## src/rtl/key_sel_gen.sv

```systemverilog
// Two debounced active-low push-buttons step a wrapping 3-bit select up/down.
// The select drives decoder3_8 inputs in1..in3; sel_chg pulses with each new value.
module key_sel_gen #(
  parameter int         CNT_MAX  = 1_000_000,
  parameter logic [2:0] SEL_INIT = 3'd0
) (
  input  logic sys_clk,
  input  logic sys_rst_n,
  input  logic key_up,
  input  logic key_down,
  output logic in1,
  output logic in2,
  output logic in3,
  output logic sel_chg
);

  localparam int            CW      = $clog2(CNT_MAX);
  localparam logic [CW-1:0] CNT_TOP = CW'(CNT_MAX - 1);
  localparam logic [CW-1:0] CNT_PRE = CW'(CNT_MAX - 2);

  // Bit 0 carries the up key, bit 1 the down key throughout.
  logic [1:0]    key_raw;
  logic [1:0]    key_m;
  logic [1:0]    key_s;
  logic [CW-1:0] cnt [2];
  logic [1:0]    press;
  logic [2:0]    sel;

  assign key_raw = {key_down, key_up};

  always_ff @(posedge sys_clk) begin
    if (!sys_rst_n) begin
      key_m <= 2'b11;
      key_s <= 2'b11;
    end else begin
      key_m <= key_raw;
      key_s <= key_m;
    end
  end

  // The press flag fires only on the step into saturation, so a held key
  // yields one pulse and a release is needed before the next one.
  always_ff @(posedge sys_clk) begin
    for (int i = 0; i < 2; i++) begin
      if (!sys_rst_n) begin
        cnt[i]   <= '0;
        press[i] <= 1'b0;
      end else begin
        press[i] <= !key_s[i] && (cnt[i] == CNT_PRE);
        if (key_s[i]) begin
          cnt[i] <= '0;
        end else if (cnt[i] < CNT_TOP) begin
          cnt[i] <= cnt[i] + 1'b1;
        end
      end
    end
  end

  // Simultaneous up and down flags cancel out.
  always_ff @(posedge sys_clk) begin
    if (!sys_rst_n) begin
      sel     <= SEL_INIT;
      sel_chg <= 1'b0;
    end else begin
      sel_chg <= 1'b0;
      case (press)
        2'b01: begin
          sel     <= sel + 3'd1;
          sel_chg <= 1'b1;
        end
        2'b10: begin
          sel     <= sel - 3'd1;
          sel_chg <= 1'b1;
        end
        default: sel <= sel;
      endcase
    end
  end

  assign in1 = sel[2];
  assign in2 = sel[1];
  assign in3 = sel[0];

endmodule

```

## config.mk

```make
export PLATFORM = sky130hd
export DESIGN_NAME = key_sel_gen
export DESIGN_NICKNAME = d
export VERILOG_FILES = /design/src/rtl/key_sel_gen.sv
export SDC_FILE = /design/constraint.sdc
export NUM_CORES = 1
export LEC_CHECK = 0
export ABC_CLOCK_PERIOD_IN_PS = 4900
export CELL_PAD_IN_SITES_DETAIL_PLACEMENT = 1
export CELL_PAD_IN_SITES_GLOBAL_PLACEMENT = 2
export CORE_ASPECT_RATIO = 0.5
export CORE_MARGIN = 5
export CORE_UTILIZATION = 42
export DETAILED_ROUTE_END_ITERATION = 8
export DONT_BUFFER_PORTS = 1
export PLACE_DENSITY_LB_ADDON = 0.1
export SLEW_MARGIN = 20
export SYNTH_ARGS = -nofsm -noshare
export SYNTH_HDL_FRONTEND = slang
export SYNTH_SLANG_ARGS = --single-unit
```

## constraint.sdc

```tcl
create_clock -name sys_clk -period 4.9 [get_ports sys_clk]
set_clock_uncertainty 0.15 [all_clocks]
set_input_delay 1.225 -clock sys_clk [delete_from_list [all_inputs] [get_ports sys_clk]]
set_output_delay 1.225 -clock sys_clk [all_outputs]
set_load 0.03 [all_outputs]
```

## After elaboration in Yosys (flattened, before gate mapping)

Memory sizes are Yosys's and may differ from the RTL's.
Cells that the tools add are included.

| operators by class | value |
|---|---|
| add/subtract/negate cells | 4 |
| magnitude comparators | 2 |
| equality and inequality tests | 4 |
| mux-type cells | 21 |
| bitwise operators | 4 |
| reduce and logical (&&, ||, !) cells | 6 |

Operators with widths:

| kind | count |
|---|---|
| 2-to-1 mux 20 bit | 4 |
| adder 20 x 1 -> 20 bit (second input constant) | 2 |
| == test 20 bit (second input constant) | 2 |
| < comparator 20 bit (second input constant) | 2 |
| 2-to-1 mux 1 bit | 16 |
| case mux 3 bit (2 select lines) | 1 |
| OR 1 bit | 4 |
| adder 3 x 1 -> 3 bit (second input constant) | 1 |
| subtractor 3 x 1 -> 3 bit (second input constant) | 1 |
| == test 2 x 1 -> 1 bit (second input constant) | 1 |
| == test 2 bit (second input constant) | 1 |
| logical AND 1 bit | 2 |
| logical NOT 1 bit | 2 |
| nonzero test 2 bit | 1 |
| OR reduction 2 bit | 1 |

| word-level totals | value |
|---|---|
| register bits after elaboration | 10 |
| memory bits (writable) | 40 |
| input bits | 4 |
| output and inout bits | 4 |
| logic and storage cells | 47 |
| memories | 1 |

Memories:

| name | depth | bits a word | read ports | clocked after memory_dff | write ports | RTL line | text |
|---|---|---|---|---|---|---|---|
| cnt | 2 | 20 | 2 | 0 | 2 | 25 | `logic [CW-1:0] cnt [2];` |

## Logic depth before layout (Yosys ltp)

| depth | value |
|---|---|
| depth after elaboration | 6 |
| depth in mapped cells | 7 |
| depth with buffers taken out | 7 |

## Worst setup path after synthesis

OpenSTA, ideal clock, no wires.

| timing path | value |
|---|---|
| kind | input -> register |
| from | input sys_rst_n |
| to | memory cnt[0][0] in the netlist's numbering (enable) |
| setup time | 0.425 ns |
| data arrival time | 3.229 ns |
| required time | 4.325 ns |
| slack | 1.096 ns |
| stages | 4 |
| path buffers | 1 |
| path through | nor2b_1 > o211ai_1 > clkbuf_1 > o21ai_0 |

RTL lines:

| item | RTL line | text |
|---|---|---|
| start: declaration | 8 | `input logic sys_rst_n,` |
| end: declaration | 25 |  |

==> results_dict.tcl <==
set metrics [dict create \
    rsz0062_at_grt "false" \
    num_antenna_cells 0 \
    drive_gt1_share_pct 7.69 \
    required_ns 4.80 \
    slowest_delay_ns 0.60 \
    holdBufCountCts 0 \
    worstMarginPinSlew_ns 0.905 \
    firstDrtPassIters 4 \
    synth_edf_count 40 \
    relSlewSlack_pct 39.3 \
    drc 0 \
    postSynthAreaPerCell_um2 10.6 \
    finalSetupViolCount 0 \
    antenna_found_initial 0 \
    dpl_worst_slack_ns 1.50 \
    max_freq_mhz 295 \
    cts_resized 0 \
    fp.dieW_um 124 \
    synth.top_cell.area_share_pct 44.2 \
    grt_usage_pct 15.9 \
    die_area_mm2 0.00827 \
    grt_max_degree 21 \
    leakage_nw 0.930 \
    std_cell_rows 20 \
    cp-start-kind "register" \
    htreeDepth 2 \
    routed_via_density 5.57 \
    finalCriticalPeriod_ns 3.39 \
    cp_num_buf_inv 1 \
    syn_nets 266 \
    wirelength_um 5740 \
    synthesis.area_mm2 0.00272 \
    yosysWarnings 0 \
    cts_setup_buffers 0 \
    syn_to_final_growth_pct 11.0 \
    cellPowerDensity_mw_per_mm2 307 \
    overflow 0 \
    worstPathCellList "or4_4 > or4b_4 > nor3_4 > o21ai_1 > buf_4" \
    hold_path_class "reg -> reg" \
    synthCells 256 \
    fillerInstances 700 \
    finalCritPeriodShare_pct 69.1 \
    worstSetupStartpoint "cnt[1][12]" \
    fin_ws_ns 1.51 \
    worst_ir_drop_vdd_v 0.000138 \
    drt-initial-drc-count 94 \
    gp_congestion 0.749 \
    io_pins 8 \
    cts_tree "built" \
    clockBufferDepth 2 \
    crit_family "simple AND/OR/NAND/NOR gates" \
    yosys_most_used_dff "edfxtp_1" \
    drt.antenna.violating_nets 0 \
    r2r-end "cnt[1][10]" \
    reg2reg_depth 5 \
    layout.nets 269 \
    ys_types 39 \
    cts_sinks 50 \
    yosysTopAreaCell "edfxtp_1" \
    cts.clk_slew.worst_paths_ns 0.07 \
    insertion_delay_ns 0.29 \
    crit_end "cnt[1][10]" \
    maxCapViolCount 0 \
    arrival_ns 3.28 \
    synth_most_common_cell "edfxtp_1" \
    r2r_start "cnt[1][12]" \
    crit_path_top_delay_cell "nor3_4" \
    initial_core_util_pct 43.9 \
    ys_seq_area_share_pct 51.6 \
    run_status "finished, final reports clean" \
    grt_pass1_wl_um 10100 \
    numCtsBuffers 5 \
    grt_pass1_vias 2135 \
    vias 1938 \
    wl_per_cell_um 16.5 \
    cts_root_buffer "clkbuf_16" \
    hold_viol 0 \
    crit_cells 5 \
    synthArstFlopShare_pct 0 \
    worstSetupEndpointType "register" \
    dp_hpwl_um 3970 \
    slew_viol_final 0 \
    core_area_mm2 0.00618 \
    finalCoreUtilization_pct 48.8 \
    netlist_top_cells_count "edfxtp_1, nor3_1, xnor2_1" \
    tns_ns 0 \
    cp_max_fo 18 \
    die_h_um 66.9 \
    worstSetupPathType "reg -> reg" \
    ys_seq_elements 50 \
    r2r_slack_ns 1.51 \
    yosys-top-cells-area "edfxtp_1, dfxtp_1, nor3_1" \
    port_buffers 0 \
]
[layout make-up]
| class | count | area (µm²) | area share (%) |
|---|---|---|---|
| well taps | 88 | 110 | 3.65 |
| inverters | 11 | 41.3 | 1.37 |
| repair buffers | 5 | 37.5 | 1.25 |
| flip-flops and latches | 50 | 1400 | 46.5 |
| clock buffers | 8 | 189 | 6.27 |
| multi-input cells | 186 | 1230 | 41.0 |
[state kept, by name, indices dropped and copies added, names as in the netlist]
name,count
key_s,2
sel_chg,1
sel,3
key_m,2
press,2
cnt,40
[per-stage QoR]
stage,power (mW),cells,hold slack [ns],area (µm²)
global route,0.961,348,0.281,3010
finish,0.926,348,0.258,3010
global placement,0.514,340,0.239,2830
detailed placement,0.515,340,0.246,2830
CTS,0.937,348,0.263,3010
floorplan,0.505,256,0.236,2720
[power breakdown]
group	internal, mW	leakage (nW)	switching (mW)	total [mW]
clock	0.265	0.0935	0.155	0.421
combinational	0.0117	0.275	0.0140	0.0258
sequential	0.466	0.561	0.0131	0.479
[worst reg2reg max path: cells and delay by family (launching register included)]
kind	cells	cell delay, ns
and+or+nand+nor	3	1.73
AOI/OAI and AO/OA	1	0.47
buffers and inverters	1	0.33
DFF	1	0.46
[kinds of logic (layout without fill, tap and decap cells)]
group	after synthesis	after routing	synth area share, %
buffers and inverters	20	24	3.13
flip-flops	50	50	51.6
XOR/XNOR	30	30	9.68
AO/OA/AOI/OAI	25	25	5.62
adder cells (fa/ha/maj)	6	6	3.04
AND/OR/NAND/NOR	125	125	26.9
[routing by layer]
metal | global-route usage [%] | vias up | part of all wire, %
met4 | 3.72 | 0 | 0.96
li1 | - | 972 | -
met2 | 28.0 | 18 | 48
met3 | 4.07 | 8 | 3.2
met5 | 0 | - | 0
met1 | 19.5 | 940 | 48
[cell usage in the layout (no fill, tap or decap), types with 7 or more instances in the layout]
cell	synthesis	routed
edfxtp_1	40	40
nor3_1	38	38
xnor2_1	21	21
nand4_1	12	12
nand3_1	12	12
inv_1	11	11
or3_1	10	10
nand2_1	10	10
dfxtp_1	10	10
xor2_1	9	9
o21ai_0	11	8
nor2_1	7	7
clkbuf_16	0	7
[worst min path at each step]
stage	start	to	slack, ns	cells after the start
5_1_grt	key_m[0]	key_s[0]	0.28	1
4_1_cts	key_m[0]	key_s[0]	0.26	1
2_1_floorplan	key_m[0]	key_s[0]	0.24	1
3_5_place_dp	key_m[0]	key_s[0]	0.25	1
3_3_place_gp	key_m[0]	key_s[0]	0.24	1
6_report	key_m[0]	key_s[0]	0.26	1
Note: power is estimated with default switching activity, not from simulation.
